<file path="src/rtl/pe_l2_l1_refill_sched_if.sv">
// L2/L1 refill scheduler bus: requester handshake plus L2 and L1 port controls.
// Master is the scheduler; slave is the requester/memory side.
interface pe_l2_l1_refill_sched_if #(
  parameter int L2_AW = 11,
  parameter int L1_AW = 5
);
  logic [2:0]         req;
  logic [3*L2_AW-1:0] base_addr;
  logic [2:0]         gnt;
  logic [2:0]         done;
  logic               l2_vld;
  logic               l2_rdy;
  logic               l2_we;
  logic [L2_AW-1:0]   l2_addr;
  logic [1:0]         l1_sel;
  logic               l1_we;
  logic               l1_re;
  logic [L1_AW-1:0]   l1_addr;

  modport master (
    input  req, base_addr, l2_rdy,
    output gnt, done, l2_vld, l2_we, l2_addr,
    output l1_sel, l1_we, l1_re, l1_addr
  );

  modport slave (
    output req, base_addr, l2_rdy,
    input  gnt, done, l2_vld, l2_we, l2_addr,
    input  l1_sel, l1_we, l1_re, l1_addr
  );
endinterface

</file>
<file path="src/rtl/pe_l2_l1_refill_sched.sv">
// Shares one L2 SRAM port among I refill, W refill and O writeback in bursts.
// Define SCHED_O_PRIO_EN to give O writeback strict priority over I/W.
module pe_l2_l1_refill_sched #(
  parameter int L2_AW = 11,
  parameter int L1_AW = 5,
  parameter int BURST = 32
) (
  input logic clk,
  input logic rst,
  pe_l2_l1_refill_sched_if.master bus
);

  typedef enum logic [1:0] {
    IDLE = 2'd0,
    XFER = 2'd1,
    DONE = 2'd2
  } state_e;

  localparam logic [L1_AW-1:0] LAST_BEAT = L1_AW'(BURST - 1);

  state_e           state_q, state_d;
  logic [1:0]       rr_ptr_q, rr_ptr_d;
  logic [1:0]       win_q, win_d;
  logic [L1_AW-1:0] beat_q, beat_d;
  logic [L2_AW-1:0] base_q, base_d;
  logic [1:0]       pick;
  logic             any_req;
  logic             hs;

  assign any_req = |bus.req;
  assign hs      = (state_q == XFER) && bus.l2_rdy;

  // Round-robin search starting at rr_ptr, order 0,1,2 with wrap
  always_comb begin
    pick = 2'd0;
    unique case (rr_ptr_q)
      2'd1:    pick = bus.req[1] ? 2'd1 :
                      bus.req[2] ? 2'd2 : 2'd0;
      2'd2:    pick = bus.req[2] ? 2'd2 :
                      bus.req[0] ? 2'd0 : 2'd1;
      default: pick = bus.req[0] ? 2'd0 :
                      bus.req[1] ? 2'd1 : 2'd2;
    endcase
`ifdef SCHED_O_PRIO_EN
    if (bus.req[2]) pick = 2'd2;
`endif
  end

  always_ff @(posedge clk) begin
    if (!rst) state_q <= IDLE;
    else      state_q <= state_d;
  end

  always_ff @(posedge clk) begin
    if (!rst) begin
      rr_ptr_q <= '0;
      win_q    <= '0;
      beat_q   <= '0;
      base_q   <= '0;
    end else begin
      rr_ptr_q <= rr_ptr_d;
      win_q    <= win_d;
      beat_q   <= beat_d;
      base_q   <= base_d;
    end
  end

  always_comb begin
    state_d = state_q;
    unique case (state_q)
      IDLE:    if (any_req) state_d = XFER;
      XFER:    if (hs && beat_q == LAST_BEAT) state_d = DONE;
      DONE:    state_d = IDLE;
      default: state_d = IDLE;
    endcase
  end

  always_comb begin
    rr_ptr_d = rr_ptr_q;
    win_d    = win_q;
    beat_d   = beat_q;
    base_d   = base_q;
    unique case (state_q)
      IDLE: begin
        if (any_req) begin
          win_d  = pick;
          base_d = bus.base_addr[pick*L2_AW +: L2_AW];
          beat_d = '0;
        end
      end
      XFER: begin
        if (hs) beat_d = beat_q + 1'b1;
      end
      DONE: begin
`ifdef SCHED_O_PRIO_EN
        // O grants leave the I/W rotation untouched
        if (win_q != 2'd2)
          rr_ptr_d = (win_q == 2'd1) ? 2'd2 : 2'd1;
`else
        rr_ptr_d = (win_q == 2'd2) ? 2'd0 : win_q + 2'd1;
`endif
      end
      default: ;
    endcase
  end

  always_comb begin
    bus.gnt     = '0;
    bus.done    = '0;
    bus.l2_vld  = 1'b0;
    bus.l2_we   = 1'b0;
    bus.l2_addr = '0;
    bus.l1_sel  = '0;
    bus.l1_we   = 1'b0;
    bus.l1_re   = 1'b0;
    bus.l1_addr = '0;
    unique case (state_q)
      XFER: begin
        bus.gnt     = 3'b001 << win_q;
        bus.l2_vld  = 1'b1;
        bus.l2_we   = (win_q == 2'd2);
        bus.l2_addr = base_q + L2_AW'(beat_q);
        bus.l1_sel  = win_q;
        bus.l1_we   = bus.l2_rdy && (win_q != 2'd2);
        bus.l1_re   = (win_q == 2'd2);
        bus.l1_addr = beat_q;
      end
      DONE:    bus.done = 3'b001 << win_q;
      default: ;
    endcase
  end

endmodule

</file>
<file path="src/flat_wrapper.sv">
// flat-port wrapper written by rule: the top's interface ports become plain ports
module pe_l2_l1_refill_sched_flat 
#(
  parameter int L2_AW = 11,
  parameter int L1_AW = 5,
  parameter int BURST = 32
)
  (clk, rst, bus_req, bus_base_addr, bus_l2_rdy, bus_gnt, bus_done, bus_l2_vld, bus_l2_we, bus_l2_addr, bus_l1_sel, bus_l1_we, bus_l1_re, bus_l1_addr);
  pe_l2_l1_refill_sched_if #(.L2_AW(L2_AW), .L1_AW(L1_AW)) bus_i ();
  input logic clk;
  input logic rst;
  input wire logic [$bits(bus_i.req)-1:0] bus_req;
  input wire logic [$bits(bus_i.base_addr)-1:0] bus_base_addr;
  input wire logic [$bits(bus_i.l2_rdy)-1:0] bus_l2_rdy;
  output wire logic [$bits(bus_i.gnt)-1:0] bus_gnt;
  output wire logic [$bits(bus_i.done)-1:0] bus_done;
  output wire logic [$bits(bus_i.l2_vld)-1:0] bus_l2_vld;
  output wire logic [$bits(bus_i.l2_we)-1:0] bus_l2_we;
  output wire logic [$bits(bus_i.l2_addr)-1:0] bus_l2_addr;
  output wire logic [$bits(bus_i.l1_sel)-1:0] bus_l1_sel;
  output wire logic [$bits(bus_i.l1_we)-1:0] bus_l1_we;
  output wire logic [$bits(bus_i.l1_re)-1:0] bus_l1_re;
  output wire logic [$bits(bus_i.l1_addr)-1:0] bus_l1_addr;
  assign bus_i.req = bus_req;
  assign bus_i.base_addr = bus_base_addr;
  assign bus_i.l2_rdy = bus_l2_rdy;
  assign bus_gnt = bus_i.gnt;
  assign bus_done = bus_i.done;
  assign bus_l2_vld = bus_i.l2_vld;
  assign bus_l2_we = bus_i.l2_we;
  assign bus_l2_addr = bus_i.l2_addr;
  assign bus_l1_sel = bus_i.l1_sel;
  assign bus_l1_we = bus_i.l1_we;
  assign bus_l1_re = bus_i.l1_re;
  assign bus_l1_addr = bus_i.l1_addr;
  pe_l2_l1_refill_sched #(.L2_AW(L2_AW), .L1_AW(L1_AW), .BURST(BURST)) u_core (.clk(clk), .rst(rst), .bus(bus_i));
endmodule
</file>
<file path="config.mk">
export PLATFORM = sky130hd
export DESIGN_NAME = pe_l2_l1_refill_sched_flat
export DESIGN_NICKNAME = d
export VERILOG_FILES = /design/src/rtl/pe_l2_l1_refill_sched_if.sv /design/src/rtl/pe_l2_l1_refill_sched.sv /design/src/flat_wrapper.sv
export SDC_FILE = /design/constraint.sdc
export NUM_CORES = 1
export LEC_CHECK = 0
export CORE_MARGIN = 2
export CORE_UTILIZATION = 47
export DETAILED_ROUTE_END_ITERATION = 8
export HOLD_SLACK_MARGIN = 0.12
export PLACE_DENSITY_LB_ADDON = 0.1
export REMOVE_ABC_BUFFERS = 1
export SLEW_MARGIN = 25
export SYNTH_ARGS = -nofsm -noshare
export SYNTH_HDL_FRONTEND = slang
export SYNTH_SLANG_ARGS = --single-unit
</file>
<file path="constraint.sdc">
create_clock -name clk -period 4.4 [get_ports clk]
set_input_delay 0.44 -clock clk [delete_from_list [all_inputs] [get_ports clk]]
set_output_delay 0.44 -clock clk [all_outputs]
set_load 0.05 [all_outputs]
</file>
### Yosys cells after proc, flatten, opt, wreduce, memory -nomap -nowiden

Index checks and enable logic that the tools add are counted.
W data, S select, Z words.

* input port bits: 39
* flip-flop bits (word level): 22
* logic and storage cells: 52

* muxes and demuxes: 22
* equal/unequal tests: 10
* shifts and indexed selects: 2
* $add $sub $neg: 3
* reduce and logical (&&, ||, !) cells: 9
* multiply operators: 1

Operators with widths (number)
* $shiftx A33 B7 Y11: 1
* $mux W2: 9
* $mux W5: 3
* $add A11 B5 Y11: 1
* $mux W11: 1
* $pmux W5 S2: 1
* $pmux W2 S2: 2
* $eq A2 B2 Y1 const B: 3
* $mul A2 B4 Y6 const B: 1
* $mux W3: 2
* $add A5 B1 Y5 const B: 1
* $eq A5 B5 Y1 const B: 1
* $eq A2 B1 Y1 const B: 2
* $mux W1: 4
* $ne A2 B1 Y1 const B: 2
* $ne A2 B2 Y1 const B: 2
* $reduce_and A2 Y1: 2
* $logic_and A1 B1 Y1: 3
* $reduce_and A3 Y1: 1
* $reduce_or A3 Y1: 1
* $shl A1 B2 Y3 const A: 1
* $add A2 B1 Y2 const B: 1
* $logic_not A2 Y1: 1
* $reduce_bool A2 Y1: 1

### Depth between registers and ports, before layout

* word-level depth: 5
* mapped depth: 7

### Worst setup path before layout

No wires, ideal clock.

* path type: flip-flop to output port
* start: register u_core.beat_q[0]
* end: output bus_l2_addr[6]
* data arrival time: 2.385 ns
* data required time: 3.960 ns
* path buffers: 0
* path slack: 1.575 ns
* cell stages (with the launch flop): 7
* path through: dfxtp_1 > ha_1 > fa_1 > a21o_1 > a21oi_1 > o21ai_0 > mux2i_1

* longest elaborated chain between the ends: 2

Ends and longest elaborated chain
* start, declared: RTL line pe_l2_l1_refill_sched.sv:24 `logic [L1_AW-1:0] beat_q, beat_d;`
* start signal, assigned: RTL line pe_l2_l1_refill_sched.sv:63 `beat_q <= beat_d;`
* $add A11 B5 Y11: RTL line pe_l2_l1_refill_sched.sv:122 `bus.l2_addr = base_q + L2_AW'(beat_q);`
* $mux W11: RTL line pe_l2_l1_refill_sched.sv:117 `unique case (state_q)`
* end, declared: RTL line flat_wrapper.sv:19 `output wire logic [$bits(bus_i.l2_addr)-1:0] bus_l2_addr;`

No other way between the ends.

### Worst setup path in the final report

Ends and elaborated chain as after synthesis.

==> metrics.md <==
| Metric | Value |
|---|---|
| Synth top cells by count | `nand2_1, dfxtp_1, nor2_1, inv_1` |
| Fmax | `0.2803 GHz` |
| PostCTS Resize Cnt | `0` |
| Post-layout net count | `321` |
| Bufs on Longest Clock Path | `2` |
| Final Util | `0.6971` |
| Post-Synthesis Cell Area | `1707 um^2` |
| Peak VDD IR | `about 0.2 mV` |
| Worst flop-to-flop path endpoint | `u_core.base_q[1]` |
| Antenna viol nets, final | `0` |
| IO Pins | `67` |
| Seq/Total Area, Yosys | `0.2581` |
| Slew Viols, Final | `0` |
| Yosys top cell area share | `0.2581` |
| Area growth syn-to-layout | `39.52%` |
| CTS tree | `done` |
| Gpl congestion | `0.7248` |
| Largest stage delay on the critical path | `820 ps` |
| Period utilization | `0.8108` |
| Post-synth EDFFs | `0` |
| Leak pwr | `0.9153 nW` |
| Cell count after placement | `313` |
| Global-route wire length before repair | `7.548 mm` |
| RR Startpoint | `u_core.rr_ptr_q[0]` |
| Row cnt | `21` |
| Pin count of the biggest net entering global routing | `24` |
| Hold Buf Count CTS | `0` |
| Initial antenna violation count | `0` |
| Cells after Synth | `between 200 and 250` |
| Starting Density | `0.4996` |
| Starting DRC count in detailed routing | `104` |
| Synth unique cells | `46` |
| RSZ-0062 raised after global routing | `false` |
| Setup CP Type | `reg2out` |
| GRT Total Usage | `0.2267` |
| CP startpoint | `u_core.beat_q[0]` |
| Worst EP arrival | `3130 ps` |
| ANT cells | `0` |
| Synthesized area per cell | `8.050 um^2` |
| Tmin final | `~3600 ps` |
| Routed vias/inst | `5.437` |
| Type of the tightest min-delay check | `reg2reg` |
| DR pass1 iterations | `4` |
| Met3 Use GR | `0.05634` |
| Total Power | `0.5086 mW` |
| CP max FO | `6` |
| Synth Flop Type | `dfxtp_1` |
| Grt ovf | `0` |
| CP max stage cell | `clkdlybuf4s50_1` |
| Pwr per Cell Area | `213.6 nW/um^2` |
| Vias in the first global route | `1714` |
| DIE AREA | `4129 um^2` |
| Synthesized flop and latch total | `22` |
| Clk Latency, worst-skew pair | `320 ps` |
| CP Launch Type | `register` |
| Setup crit end kind | `output pin` |
| Non-Filler Instances | `316` |
| Yosys warns | `0` |
| Top-count cell post-synth | `nand2_1` |
| Busiest grt layer | `met2` |
| Worst reg-to-reg path cell count | `6` |
| DPL Wire Length | `3.208 mm` |
| Fraction of layout cells with a size suffix above 1 | `0.05926` |
| Worst EP required | `slightly below 4000 ps` |
| Met2 usage | `0.3958` |
| Status | `finished, final reports clean` |
| Clock transition at the registers of the reported paths | `130 ps` |
| Slew headroom | `0.4222` |
| FFs w/ async S/R, synth | `0` |
| Crit path cell chain | `ha_1, fa_1, a21o_1, a21oi_1, o21ai_0, mux2i_1, clkdlybuf4s50_1` |
| DR DRC count | `0` |
| Max-cap viol count | `0` |
| Clock sinks | `22` |
| Avg WL per Cell | `13.46 um` |
| Die Y | `64.26 um` |
| H-Tree Level Count | `1` |
| Worst Max-Slew Pin Slew | `866.6 ps` |
| Yosys top cell by area | `dfxtp_1` |
| Final setup viols | `0` |
| Final setup TNS | `0 ps` |
| Total number of vias | `1718` |
| Final Hold Viols | `0` |
| GR Layer Usage met1 | `0.2814` |
| CP endpoint | `bus_l2_addr[6]` |
| Synth top area cells | `dfxtp_1, o221ai_2, mux2i_1, ha_1, nand2_1` |
| Clk_skew | `approximately 6.2 ps` |
| Reg-to-reg slack, setup | `1980 ps` |
| Core area | `3416 um^2` |
| Post-CTS Setup Repair Bufs | `0` |
| Number of buffers added on ports | `66` |
| Place WS | `approximately 1200 ps` |
| Setup ws final | `approximately 830 ps` |
| Clock root buffer | `clkbuf_4` |
| Routed WL | `4.252 mm` |
| Die X | `between 60 and 70 um` |
| Cts bufs inserted | `3` |
-- worst min-delay path by stage --
stage / from / end / slack, ps / depth (start not counted)
after floorplan: u_core.base_q[0] / u_core.base_q[0] / 440 / 2
after global placement: u_core.base_q[4] / u_core.base_q[4] / 460 / 2
after detailed placement: u_core.base_q[4] / u_core.base_q[4] / 460 / 2
after CTS: u_core.base_q[4] / u_core.base_q[4] / 490 / 2
after global routing: u_core.base_q[2] / u_core.base_q[2] / 520 / 2
final: u_core.base_q[4] / u_core.base_q[4] / 490 / 2
-- sequential cells by signal, summed over array words and instances, names as in the netlist --
signal and flops:
u_core.rr_ptr_q 2, u_core.state_q 2, u_core.beat_q 5, u_core.win_q 2, u_core.base_q 11
-- stage by stage --
| stage | area (um^2) | hold slack [ps] |
|---|---|---|
| after floorplan | 1640 | 443.0 |
| after global placement | 2359 | 456.6 |
| after detailed placement | 2359 | 458.1 |
| after CTS | 2381 | 488.2 |
| after global routing | 2381 | 522.1 |
| final | 2381 | 493.4 |
-- critical path, delay by kind of cell (launching register included) --
| kind | cells | cell delay, ps |
|---|---|---|
| compound gates | 3 | 790 |
| buf+inv | 1 | 820 |
| flops | 1 | 370 |
| fa+ha+maj | 2 | 640 |
| mux | 1 | 190 |
-- area by class of cell --
cell class	count	area, um^2
Tap cell	46	57.56
Multi-Input combinational cell	160	1129
Timing Repair Buffer	66	660.6
Clock buffer	3	22.52
Inverter	19	71.32
Sequential cell	22	440.4
Fill cell	306	1035
-- power by group --
part | switching (mW) | internal [mW] | leakage (nW)
Sequential | 0.0150 | 0.213 | 0.180
Clock | 0.0637 | 0.0321 | 0.0138
Combinational | 0.105 | 0.0801 | 0.721
-- routing by layer --
metal	routed length, um	part of all wire	vias to the layer above
met1	1933	0.45	785
met2	2008	0.47	54
met5	0	0	-
met4	25	0.0059	0
li1	-	-	875
met3	286	0.067	4
-- kinds of logic after synthesis --
family / after synthesis / share of synthesized area
fa+ha+maj: 10 / 0.07771
flops: 22 / 0.2581
buf+inv: 30 / 0.08063
mux: 13 / 0.07624
simple gates: 87 / 0.2544
compound gates: 47 / 0.2375
xor+xnor: 3 / 0.01540
-- cell usage in the layout (no fill, tap or decap), types with 2 or more instances in the layout --
cell and n:
nand4_1 3, dfxtp_1 22, a21oi_1 13, and3_1 2
nor2_1 21, and2_1 9, nand3_1 7, ha_1 9
or3_1 2, o21ai_0 3, nor2b_1 2, a31oi_1 2
nand2_1 23, nand4b_1 2, o221ai_2 10, o31ai_1 2
nand2b_1 5, a211oi_1 2, or4_1 2, nand3b_1 2
xnor2_1 2, a21o_1 2, clkdlybuf4s50_1 66, nor3_1 5
clkbuf_4 3, inv_1 18, o2111ai_1 2, o21ai_1 2
mux2i_1 13
(Power assumes the default switching activity.)
